[src/rtl/alu_pkg.sv]
// Shared ALU opcodes, widths and arbiter state encoding.
package alu_pkg;

    localparam int unsigned XLEN  = 32;
    localparam int unsigned SEL_W = 4;

    localparam logic [SEL_W-1:0] ALU_ADD  = 4'd0;
    localparam logic [SEL_W-1:0] ALU_SUB  = 4'd1;
    localparam logic [SEL_W-1:0] ALU_PASS = 4'd2;
    localparam logic [SEL_W-1:0] ALU_SLL  = 4'd3;
    localparam logic [SEL_W-1:0] ALU_SRL  = 4'd4;
    localparam logic [SEL_W-1:0] ALU_SRA  = 4'd5;
    localparam logic [SEL_W-1:0] ALU_XOR  = 4'd6;
    localparam logic [SEL_W-1:0] ALU_OR   = 4'd7;
    localparam logic [SEL_W-1:0] ALU_AND  = 4'd8;
    localparam logic [SEL_W-1:0] ALU_SLT  = 4'd9;

    typedef enum logic {
        ST_EMPTY = 1'b0,
        ST_FULL  = 1'b1
    } state_e;

    // Shift ops take their amount from op2[4:0] only.
    function automatic logic is_shift(input logic [SEL_W-1:0] sel);
        return (sel == ALU_SLL) || (sel == ALU_SRL) || (sel == ALU_SRA);
    endfunction

endpackage

[src/rtl/alu_arbiter_if.sv]
// Request/response bundle between the two requesters and the ALU arbiter.
interface alu_arbiter_if #(
    parameter int unsigned XLEN  = 32,
    parameter int unsigned SEL_W = 4
);
    logic             req0_valid;
    logic             req0_ready;
    logic [XLEN-1:0]  req0_op1;
    logic [XLEN-1:0]  req0_op2;
    logic [SEL_W-1:0] req0_sel;
    logic             req1_valid;
    logic             req1_ready;
    logic [XLEN-1:0]  req1_op1;
    logic [XLEN-1:0]  req1_op2;
    logic [SEL_W-1:0] req1_sel;
    logic             rsp0_valid;
    logic             rsp0_ready;
    logic             rsp1_valid;
    logic             rsp1_ready;
    logic [XLEN-1:0]  rsp_res;
    logic             rsp_zero;
    logic             rsp_illegal;
    logic             busy;

    // Requester side.
    modport master (
        output req0_valid, req0_op1, req0_op2, req0_sel,
        output req1_valid, req1_op1, req1_op2, req1_sel,
        output rsp0_ready, rsp1_ready,
        input  req0_ready, req1_ready, rsp0_valid, rsp1_valid,
        input  rsp_res, rsp_zero, rsp_illegal, busy
    );

    // Arbiter side.
    modport slave (
        input  req0_valid, req0_op1, req0_op2, req0_sel,
        input  req1_valid, req1_op1, req1_op2, req1_sel,
        input  rsp0_ready, rsp1_ready,
        output req0_ready, req1_ready, rsp0_valid, rsp1_valid,
        output rsp_res, rsp_zero, rsp_illegal, busy
    );
endinterface

[src/rtl/alu_module.sv]
// Combinational 32-bit ALU; shifts use the full op2, so callers mask it.
module alu_module
    import alu_pkg::*;
(
    input  logic [XLEN-1:0]  i_op1,
    input  logic [XLEN-1:0]  i_op2,
    input  logic [SEL_W-1:0] i_sel,
    output logic [XLEN-1:0]  o_res,
    output logic             o_illegal
);

    // Decode the operation; unknown selects yield zero and flag illegal.
    always_comb begin
        o_res     = '0;
        o_illegal = 1'b0;
        case (i_sel)
            ALU_ADD:  o_res = i_op1 + i_op2;
            ALU_SUB:  o_res = i_op1 - i_op2;
            ALU_PASS: o_res = i_op2;
            ALU_SLL:  o_res = i_op1 << i_op2;
            ALU_SRL:  o_res = i_op1 >> i_op2;
            ALU_SRA:  o_res = $unsigned($signed(i_op1) >>> i_op2);
            ALU_XOR:  o_res = i_op1 ^ i_op2;
            ALU_OR:   o_res = i_op1 | i_op2;
            ALU_AND:  o_res = i_op1 & i_op2;
            ALU_SLT:  o_res = {{(XLEN-1){1'b0}}, ($signed(i_op1) < $signed(i_op2))};
            default:  o_illegal = 1'b1;
        endcase
    end

endmodule

[src/rtl/alu_arbiter.sv]
// Two-port arbiter in front of a single ALU with a one-entry issue register.
module alu_arbiter #(
    parameter int unsigned XLEN  = alu_pkg::XLEN,
    parameter int unsigned SEL_W = alu_pkg::SEL_W,
    parameter bit          FAIR  = 1'b1
) (
    input logic         clk,
    input logic         rst,
    alu_arbiter_if.slave bus
);
    import alu_pkg::*;

    state_e           r_state;
    state_e           w_state_next;
    logic [XLEN-1:0]  r_op1;
    logic [XLEN-1:0]  r_op2;
    logic [SEL_W-1:0] r_sel;
    logic             r_owner;
    logic             r_ptr;

    logic             w_drain;
    logic             w_can_issue;
    logic             w_grant;
    logic             w_gnt_id;
    logic [XLEN-1:0]  w_alu_op2;
    logic [XLEN-1:0]  w_alu_res;
    logic             w_alu_illegal;

    // Pick a winner; a new grant is possible when empty or when the held
    // result is being consumed this cycle.
    always_comb begin
        w_drain     = (r_state == ST_FULL) && (r_owner ? bus.rsp1_ready : bus.rsp0_ready);
        w_can_issue = (r_state == ST_EMPTY) || w_drain;
        w_gnt_id    = 1'b0;
        if (bus.req0_valid && bus.req1_valid) begin
            w_gnt_id = FAIR ? r_ptr : 1'b0;
        end else if (bus.req1_valid) begin
            w_gnt_id = 1'b1;
        end
        w_grant = w_can_issue && (bus.req0_valid || bus.req1_valid);
    end

    // Next-state: back-to-back grants keep the entry full.
    always_comb begin
        w_state_next = r_state;
        case (r_state)
            ST_EMPTY: if (w_grant) w_state_next = ST_FULL;
            ST_FULL: begin
                if (w_grant) begin
                    w_state_next = ST_FULL;
                end else if (w_drain) begin
                    w_state_next = ST_EMPTY;
                end
            end
            default:  w_state_next = ST_EMPTY;
        endcase
    end

    // State, issue register and round-robin pointer.
    always_ff @(posedge clk) begin
        if (rst) begin
            r_state <= ST_EMPTY;
            r_op1   <= '0;
            r_op2   <= '0;
            r_sel   <= '0;
            r_owner <= 1'b0;
            r_ptr   <= 1'b0;
        end else begin
            r_state <= w_state_next;
            if (w_grant) begin
                r_op1   <= w_gnt_id ? bus.req1_op1 : bus.req0_op1;
                r_op2   <= w_gnt_id ? bus.req1_op2 : bus.req0_op2;
                r_sel   <= w_gnt_id ? bus.req1_sel : bus.req0_sel;
                r_owner <= w_gnt_id;
                r_ptr   <= ~w_gnt_id;
            end
        end
    end

    // Only the low five bits of op2 reach the ALU for shifts.
    always_comb begin
        w_alu_op2 = r_op2;
        if (is_shift(r_sel)) begin
            w_alu_op2 = {{(XLEN-5){1'b0}}, r_op2[4:0]};
        end
    end

    alu_module u_alu (
        .i_op1     (r_op1),
        .i_op2     (w_alu_op2),
        .i_sel     (r_sel),
        .o_res     (w_alu_res),
        .o_illegal (w_alu_illegal)
    );

    // Handshake and result outputs; the zero flag compares the raw operands.
    always_comb begin
        bus.req0_ready  = w_grant && !w_gnt_id;
        bus.req1_ready  = w_grant && w_gnt_id;
        bus.rsp0_valid  = (r_state == ST_FULL) && !r_owner;
        bus.rsp1_valid  = (r_state == ST_FULL) && r_owner;
        bus.rsp_res     = w_alu_res;
        bus.rsp_zero    = (r_op1 == r_op2);
        bus.rsp_illegal = w_alu_illegal;
        bus.busy        = (r_state == ST_FULL);
    end

endmodule

[src/flat_wrapper.sv]
// flat-port wrapper written by rule: the top's interface ports become plain ports
module alu_arbiter_flat import alu_pkg::*;
#(
    parameter int unsigned XLEN  = alu_pkg::XLEN,
    parameter int unsigned SEL_W = alu_pkg::SEL_W,
    parameter bit          FAIR  = 1'b1
)
  (clk, rst, bus_req0_valid, bus_req0_op1, bus_req0_op2, bus_req0_sel, bus_req1_valid, bus_req1_op1, bus_req1_op2, bus_req1_sel, bus_rsp0_ready, bus_rsp1_ready, bus_req0_ready, bus_req1_ready, bus_rsp0_valid, bus_rsp1_valid, bus_rsp_res, bus_rsp_zero, bus_rsp_illegal, bus_busy);
  alu_arbiter_if #(.XLEN(XLEN), .SEL_W(SEL_W)) bus_i ();
  input logic clk;
  input logic rst;
  input wire logic [$bits(bus_i.req0_valid)-1:0] bus_req0_valid;
  input wire logic [$bits(bus_i.req0_op1)-1:0] bus_req0_op1;
  input wire logic [$bits(bus_i.req0_op2)-1:0] bus_req0_op2;
  input wire logic [$bits(bus_i.req0_sel)-1:0] bus_req0_sel;
  input wire logic [$bits(bus_i.req1_valid)-1:0] bus_req1_valid;
  input wire logic [$bits(bus_i.req1_op1)-1:0] bus_req1_op1;
  input wire logic [$bits(bus_i.req1_op2)-1:0] bus_req1_op2;
  input wire logic [$bits(bus_i.req1_sel)-1:0] bus_req1_sel;
  input wire logic [$bits(bus_i.rsp0_ready)-1:0] bus_rsp0_ready;
  input wire logic [$bits(bus_i.rsp1_ready)-1:0] bus_rsp1_ready;
  output wire logic [$bits(bus_i.req0_ready)-1:0] bus_req0_ready;
  output wire logic [$bits(bus_i.req1_ready)-1:0] bus_req1_ready;
  output wire logic [$bits(bus_i.rsp0_valid)-1:0] bus_rsp0_valid;
  output wire logic [$bits(bus_i.rsp1_valid)-1:0] bus_rsp1_valid;
  output wire logic [$bits(bus_i.rsp_res)-1:0] bus_rsp_res;
  output wire logic [$bits(bus_i.rsp_zero)-1:0] bus_rsp_zero;
  output wire logic [$bits(bus_i.rsp_illegal)-1:0] bus_rsp_illegal;
  output wire logic [$bits(bus_i.busy)-1:0] bus_busy;
  assign bus_i.req0_valid = bus_req0_valid;
  assign bus_i.req0_op1 = bus_req0_op1;
  assign bus_i.req0_op2 = bus_req0_op2;
  assign bus_i.req0_sel = bus_req0_sel;
  assign bus_i.req1_valid = bus_req1_valid;
  assign bus_i.req1_op1 = bus_req1_op1;
  assign bus_i.req1_op2 = bus_req1_op2;
  assign bus_i.req1_sel = bus_req1_sel;
  assign bus_i.rsp0_ready = bus_rsp0_ready;
  assign bus_i.rsp1_ready = bus_rsp1_ready;
  assign bus_req0_ready = bus_i.req0_ready;
  assign bus_req1_ready = bus_i.req1_ready;
  assign bus_rsp0_valid = bus_i.rsp0_valid;
  assign bus_rsp1_valid = bus_i.rsp1_valid;
  assign bus_rsp_res = bus_i.rsp_res;
  assign bus_rsp_zero = bus_i.rsp_zero;
  assign bus_rsp_illegal = bus_i.rsp_illegal;
  assign bus_busy = bus_i.busy;
  alu_arbiter #(.XLEN(XLEN), .SEL_W(SEL_W), .FAIR(FAIR)) u_core (.clk(clk), .rst(rst), .bus(bus_i));
endmodule
[config.mk]
export PLATFORM = sky130hd
export DESIGN_NAME = alu_arbiter_flat
export DESIGN_NICKNAME = d
export VERILOG_FILES = /design/src/rtl/alu_pkg.sv /design/src/rtl/alu_arbiter_if.sv /design/src/rtl/alu_module.sv /design/src/rtl/alu_arbiter.sv /design/src/flat_wrapper.sv
export SDC_FILE = /design/constraint.sdc
export NUM_CORES = 1
export LEC_CHECK = 0
export BUFFER_PORTS_ARGS = -buffer_cell sky130_fd_sc_hd__buf_2
export CAP_MARGIN = 30
export CELL_PAD_IN_SITES_DETAIL_PLACEMENT = 0
export CELL_PAD_IN_SITES_GLOBAL_PLACEMENT = 2
export CORE_UTILIZATION = 34
export DETAILED_ROUTE_END_ITERATION = 7
export GPL_TIMING_DRIVEN = 0
export HOLD_SLACK_MARGIN = 0.06
export PLACE_DENSITY = 0.87
export SLEW_MARGIN = 5
export SYNTH_ARGS = -nofsm -noshare
export SYNTH_HDL_FRONTEND = slang
export SYNTH_HIERARCHICAL = 1
export SYNTH_SLANG_ARGS = --single-unit
[constraint.sdc]
create_clock -name clk -period 6.5 [get_ports clk]
set_input_delay 1.95 -clock clk [delete_from_list [all_inputs] [get_ports clk]]
set_output_delay 1.95 -clock clk [all_outputs]
set_load 0.05 [all_outputs]
Word level (Yosys, flattened, before mapping)
Cells that the tools add are included.
W data, S select, Z words.
{"block": "word_totals", "n_memories": 0, "elab_cells": 55, "out_inout_bits": 39, "input_bits": 142, "register_bits": 71, "latch_bits": 0, "romBits": 0, "ramBits": 0}
{"block": "classes", "add_sub_neg": 2, "mul": 0, "n_reduce_logical": 15, "n_lt_le_gt_ge": 1, "n_mux": 13, "div": 0, "n_bitwise": 5, "shift": 3, "n_eq_ne": 10}
{"cell": "$pmux W32 S10", "count": 1}
{"cell": "$mux W32", "count": 3}
{"cell": "$add A32 B32 Y32", "count": 1}
{"cell": "$and A32 B32 Y32", "count": 1}
{"cell": "$eq A32 B32 Y1", "count": 1}
{"cell": "$lt A32 B32 Y1", "count": 1}
{"cell": "$or A32 B32 Y32", "count": 1}
{"cell": "$shl A32 B32 Y32", "count": 1}
{"cell": "$shr A32 B32 Y32", "count": 1}
{"cell": "$sshr A32 B32 Y32", "count": 1}
{"cell": "$sub A32 B32 Y32", "count": 1}
{"cell": "$xor A32 B32 Y32", "count": 1}
{"cell": "$eq A4 B3 Y1 const B", "count": 4}
{"cell": "$reduce_or A10 Y1", "count": 1}
{"cell": "$eq A4 B2 Y1 const B", "count": 2}
{"cell": "$eq A4 B4 Y1 const B", "count": 2}
{"cell": "$logic_and A1 B1 Y1", "count": 7}
{"cell": "$mux W1", "count": 7}
{"cell": "$eq A4 B1 Y1 const B", "count": 1}
{"cell": "$logic_not A4 Y1", "count": 1}
{"cell": "$logic_or A1 B1 Y1", "count": 4}
{"cell": "$mux W4", "count": 1}
{"cell": "$logic_not A1 Y1", "count": 2}
{"cell": "$not A1 Y1", "count": 2}
{"cell": "$pmux W1 S2", "count": 1}

Logic depth before layout (Yosys ltp)
{"block": "depth", "ltp_word": 6, "mapped_depth": 16, "depth_no_buf": 14}

Hierarchy
Netlist, hierarchy kept.
{"module": "alu_module", "n_inst": 1, "area_each_um2": 10166.0, "cells_per_inst": 1485, "seq_area_each_um2": 0.0}
{"module": "alu_arbiter", "n_inst": 1, "area_each_um2": 3644.7, "cells_per_inst": 472, "seq_area_each_um2": 1421.4}

Worst setup path after synthesis
Ideal clock, no wire load.
{"block": "synth_path", "kind": "flip-flop to output port", "startpoint": "register u_core.r_sel[1]", "endpoint": "output bus_rsp_res[21]", "path_slack_ns": 0.069, "n_path_buf": 1, "required_ns": 4.550, "stages_incl_launch_ff": 16, "arrival_ns": 4.481, "cell_sequence": "dfxtp_1 > nand2_1 > mux2_2 > nor2_2 > clkbuf_1 > nor2b_1 > inv_1 > ha_1 > or4_1 > nor2_1 > nor4b_1 > a21o_1 > o21ai_0 > o21ai_0 > a221oi_1 > o21ai_0"}
{"block": "synth_via", "elab_chain_cells": 6, "elab_cells_between_ends": 22, "classes_between": "add/sub: 2; eq/ne: 9; shift: 3; mux: 2; bitwise: 3; reduce/logical: 3"}
{"element": "start: declaration", "line": "alu_arbiter.sv:17", "rtl": "logic [SEL_W-1:0] r_sel;"}
{"element": "start signal: assignment", "line": "alu_arbiter.sv:73", "rtl": "r_sel <= w_gnt_id ? bus.req1_sel : bus.req0_sel;"}
{"element": "$eq A4 B2 Y1 or $eq A4 B3 Y1 (tied branches)", "line": "alu_pkg.sv:25", "rtl": "return (sel == ALU_SLL) || (sel == ALU_SRL) || (sel == ALU_SRA);"}
{"element": "$logic_or A1 B1 Y1", "line": "alu_pkg.sv:25"}
{"element": "$logic_or A1 B1 Y1 (*)", "line": "alu_pkg.sv:25"}
{"element": "$mux W32 (*)", "line": "alu_arbiter.sv:83", "rtl": "if (is_shift(r_sel)) begin"}
{"element": "named net u_core.w_alu_op2[8]", "line": "alu_arbiter.sv:25", "rtl": "logic [XLEN-1:0] w_alu_op2;"}
{"element": "$sub A32 B32 Y32, or another cell as far along", "line": "alu_module.sv:18", "rtl": "ALU_SUB: o_res = i_op1 - i_op2;"}
{"element": "$pmux W32 S10 (*)", "line": "alu_module.sv:16", "rtl": "case (i_sel)"}
{"element": "end: declaration", "line": "flat_wrapper.sv:26", "rtl": "output wire logic [$bits(bus_i.rsp_res)-1:0] bus_rsp_res;"}
Mark *: on every way through the listed nets, which the timed path passes. The rest lies on a longest branch.

Worst setup path in the final report
{"block": "layout_path", "startpoint": "register u_core.r_sel[2]", "endpoint": "output bus_rsp_res[12]"}
{"block": "layout_via", "elab_chain_cells": 6, "elab_cells_between_ends": 22, "classes_between": "add/sub: 2; eq/ne: 9; shift: 3; mux: 2; bitwise: 3; reduce/logical: 3"}
{"element": "$eq A4 B2 Y1 or $eq A4 B3 Y1 (tied branches)", "line": "alu_pkg.sv:25"}
{"element": "$logic_or A1 B1 Y1", "line": "alu_pkg.sv:25"}
{"element": "$logic_or A1 B1 Y1 (*)", "line": "alu_pkg.sv:25"}
{"element": "$mux W32 (*)", "line": "alu_arbiter.sv:83"}
{"element": "named net u_core.w_alu_op2[21]", "line": "alu_arbiter.sv:25"}
{"element": "$sshr A32 B32 Y32, or another cell as far along", "line": "alu_module.sv:22", "rtl": "ALU_SRA: o_res = $unsigned($signed(i_op1) >>> i_op2);"}
{"element": "$pmux W32 S10 (*)", "line": "alu_module.sv:16"}
Marked as above.

==> impl_metrics.ini <==
[clock_tree]
cts_tree = done
cts_hold_buf = 0
cts_made_buffers = 9
cts_sinks = 71
insertion_delay_ns = 0.34
htreeDepth = 3
cts-root-buf = clkbuf_16
clockBufferDepth = 2
path_clk_slew_ns = 0.06

[placed_design]
place.gp.congestion = 1.08
dp.cells = 2679
portBuffers = 179
dp_hpwl_mm = 72.2
place_area_sq_mm = 0.0155

[worst_setup_path]
crit_required_ns = 4.55
r2r-start = u_core/r_ptr
rr_endpoint = u_core/r_op2[28]
r2r_slack_ns = 4.73
reg2regPathDepth = 5
path_cells = mux2_2 > nor2_4 > buf_12 > nor2b_1 > nor4_1 > nand4_1 > buf_4 > buf_2 > buf_2 > nor4_1 > a21oi_1 > nand3_1 > o211ai_1 > o211ai_1 > buf_2
slowest_delay_ns = 0.50
crit_family = buffers and inverters
crit_slowest_cell = o211ai_1
worst-path-buf-inv = 5
path_max_fanout = 10
worstSetupPathType = flop to output pin
cpMostUsedCell = buf_2
arrival_ns = 4.63
worst_setup_path_end_kind = output pin
start_kind = flop

[detailed_routing]
wl_met3_mm = 11.0
routed.top_layer = met5
drc = 0
drt-total-wl_mm = 91.6
wl_met1_mm = 36.0
ant_nets = 0
wl_per_cell_microns = 33.8
routed-wl-met2_mm = 37.7
dr.pass1.iters = 6
via_count = 18500
drtIter0Drc = 2473
viasPerCell = 6.80

[logic_synthesis]
synthXorXnorAreaFrac = 0.0203
netlist_area_sq_mm = 0.0138
synthesis.nets = 2199
synth_top_area_cell = dfxtp_1
ys.flop_type = dfxtp_1
synthTopCellsByCount = 275 x nand2_1, 218 x nor2_1, 110 x a21oi_1, 98 x ha_1
synth_compound_area_frac = 0.321
yosys.area_share.simple = 0.250
synth_top_family_by_area = compound AO/OA/AOI/OAI gates
synth_area_leaders = dfxtp_1 10%, ha_1 8.9%, nand2_1 7.5%
synth_edf_count = 0
muxShareOfSynthArea = 0.127
synthArstFlopShare = 0
synthCells = 1957
ys_seq_area_frac = 0.103
synth_top_area_frac = 0.103
avgSynthCellArea_sq_um = 7.06
synthAdderAreaFrac = 0.0917
ys_warn_count = 6
yosys_register_bits = 71
synth.most_common_cell = nand2_1
yosysUniqueCellTypes = 99

[timing]
setup_slack_ns = -0.0754
finalSetupViolations = 8
slew_headroom = 0.213
fin_crit_sh = 1.01
worstMarginPinSlew_ns = 1.16
fin_worst_skew_ns = 0.00681
grt_setup_unrepaired = true
hold_viol = 0
finalCriticalPeriod_ns = 6.58
fin_hold_ws_ns = 0.525
max_freq_ghz = 0.152
slew_violations = 0

[pwr]
power.leakage_nw = 6.86
vdd_ir_drop_max_mv = 0.149
power_density_mw_per_mm2 = 220

[floorplan]
dieArea_sq_mm = 0.0414
die_w_microns = 204
fp-row-count = 73
fp.dieH_microns = 204
pin_count = 181
initial_core_util = 0.346
core_area_sq_mm = 0.0399

[outcome]
status = complete, but fails checks
failed_checks = setup timing

[worst_hold_path]
hp-start = u_core/r_ptr
hold_class = flop to flop
min_to = u_core/r_ptr
hold_path_depth = 2

[cells_and_area]
syn2layout_area_growth_pct = 22.6
stdcell_count = 2713
nets = 2424
fin_area_sq_mm = 0.0169
layout-drive-gt1-share = 0.239

[global_routing]
grt_pass1_wl_mm = 129
grt.overflow.total = 0
antenna_found_initial = 5
grt_max_degree = 20
first_global_vias = 17700
track_usage = 0.433

[job]
maxCapViolCount = 0
routing by layer:
metal | track usage | up-vias
met1 | 0.550 | 8955
met4 | 0.276 | 2
met3 | 0.113 | 328
met2 | 0.647 | 1369
li1 | - | 7801
met5 | 0 | -
cell usage in the layout, fill, tap and decap left out, types with 10 or more instances in the layout:
master	Yosys	final
a221oi_1	35	31
o21ai_1	3	11
a221o_1	13	13
buf_6	11	16
nor2_1	218	210
buf_4	9	44
a311oi_1	74	72
clkbuf_1	94	73
a22oi_1	20	20
nor4_2	1	10
a21o_1	27	26
a21oi_1	110	103
ha_1	98	91
or2_2	11	11
o2111ai_1	15	12
a31oi_1	27	24
mux2_2	20	20
mux2i_1	72	72
xor2_1	32	32
nor2b_1	40	21
buf_2	41	214
o21ai_0	87	75
nor4_1	34	24
clkbuf_16	0	10
nor3_1	44	37
inv_1	94	91
clkbuf_4	0	10
a211o_1	14	14
o22ai_1	15	15
a211oi_1	37	27
and2_1	13	13
nand2_1	275	274
o211ai_1	20	20
nand4_1	20	20
nor2b_4	0	15
nand2b_1	15	15
dfxtp_1	71	61
nand3_1	29	27
mux4_2	34	34
per-stage QoR:
step / total power [mW] / TNS (ns) / setup slack, ns / utilization
2_1_floorplan: 2.02 / 0 / 0.0694 / -
3_3_place_gp: 2.84 / -37.56 / -2.04 / 0.385
3_5_place_dp: 2.85 / -31.05 / -1.80 / 0.389
4_1_cts: 3.51 / 0 / 0.00102 / 0.410
5_1_grt: 3.84 / -0.130 / -0.0433 / 0.424
6_report: 3.72 / -0.278 / -0.0754 / 0.424
worst min-delay path, stage by stage, from the launching register on:
cell and delay [ns]:
dfxtp_1 0.32, inv_1 0.08, a211oi_1 0.07
power breakdown:
group	switching (mW)	total, mW	internal [mW]
clock	0.201	0.581	0.380
sequential	0.176	0.658	0.482
combinational	1.69	2.48	0.796
registers in the layout, summed over array words and instances, names as in the netlist:
signal           cells
u_core/r_op1        32
u_core/r_sel         4
u_core/bus.busy      1
u_core/r_op2        32
u_core/r_owner       1
u_core/r_ptr         1
worst max-delay path by stage:
stage	from	end	cells past startpoint
6_report	u_core/r_sel[2]	bus_rsp_res[12]	15
5_1_grt	u_core/r_sel[1]	bus_rsp_res[21]	19
3_3_place_gp	u_core/r_sel[1]	bus_rsp_res[24]	15
3_5_place_dp	u_core/r_op2[3]	bus_rsp_res[0]	16
2_1_floorplan	u_core/r_sel[1]	bus_rsp_res[21]	15
4_1_cts	u_core/r_op2[4]	bus_rsp_res[30]	15
repair_timing:
item / 4_1_cts / 5_1_grt
pin swaps: 13 / 14
setup buffers: 16 / 6
resized for setup: 132 / 116
gates cloned: 0 / 1
setup endpoints to repair: 32 / 30
cell type report:
cell class              instances  area, sq um
fillers                      4269        23000
multi-input cells            1622        11900
flip-flops and latches         71         1440
repair buffers                220         1250
plain buffers                 159          926
well taps                     525          657
inverters                      99          394
clock buffers                   9          225
clock inverters                 7          128
diodes                          1         2.50
logic make-up (layout without fill, tap and decap cells):
family / count (synthesis) / in the layout
AOI/OAI and AO/OA: 612 / 612
adders and majority gates: 100 / 100
xor gates and xnor gates: 32 / 32
and+or+nand+nor: 750 / 750
buffers and inverters: 264 / 494
muxes: 128 / 128
other: 0 / 1
DFF: 71 / 71
Note: power is estimated with default switching activity, not from simulation.
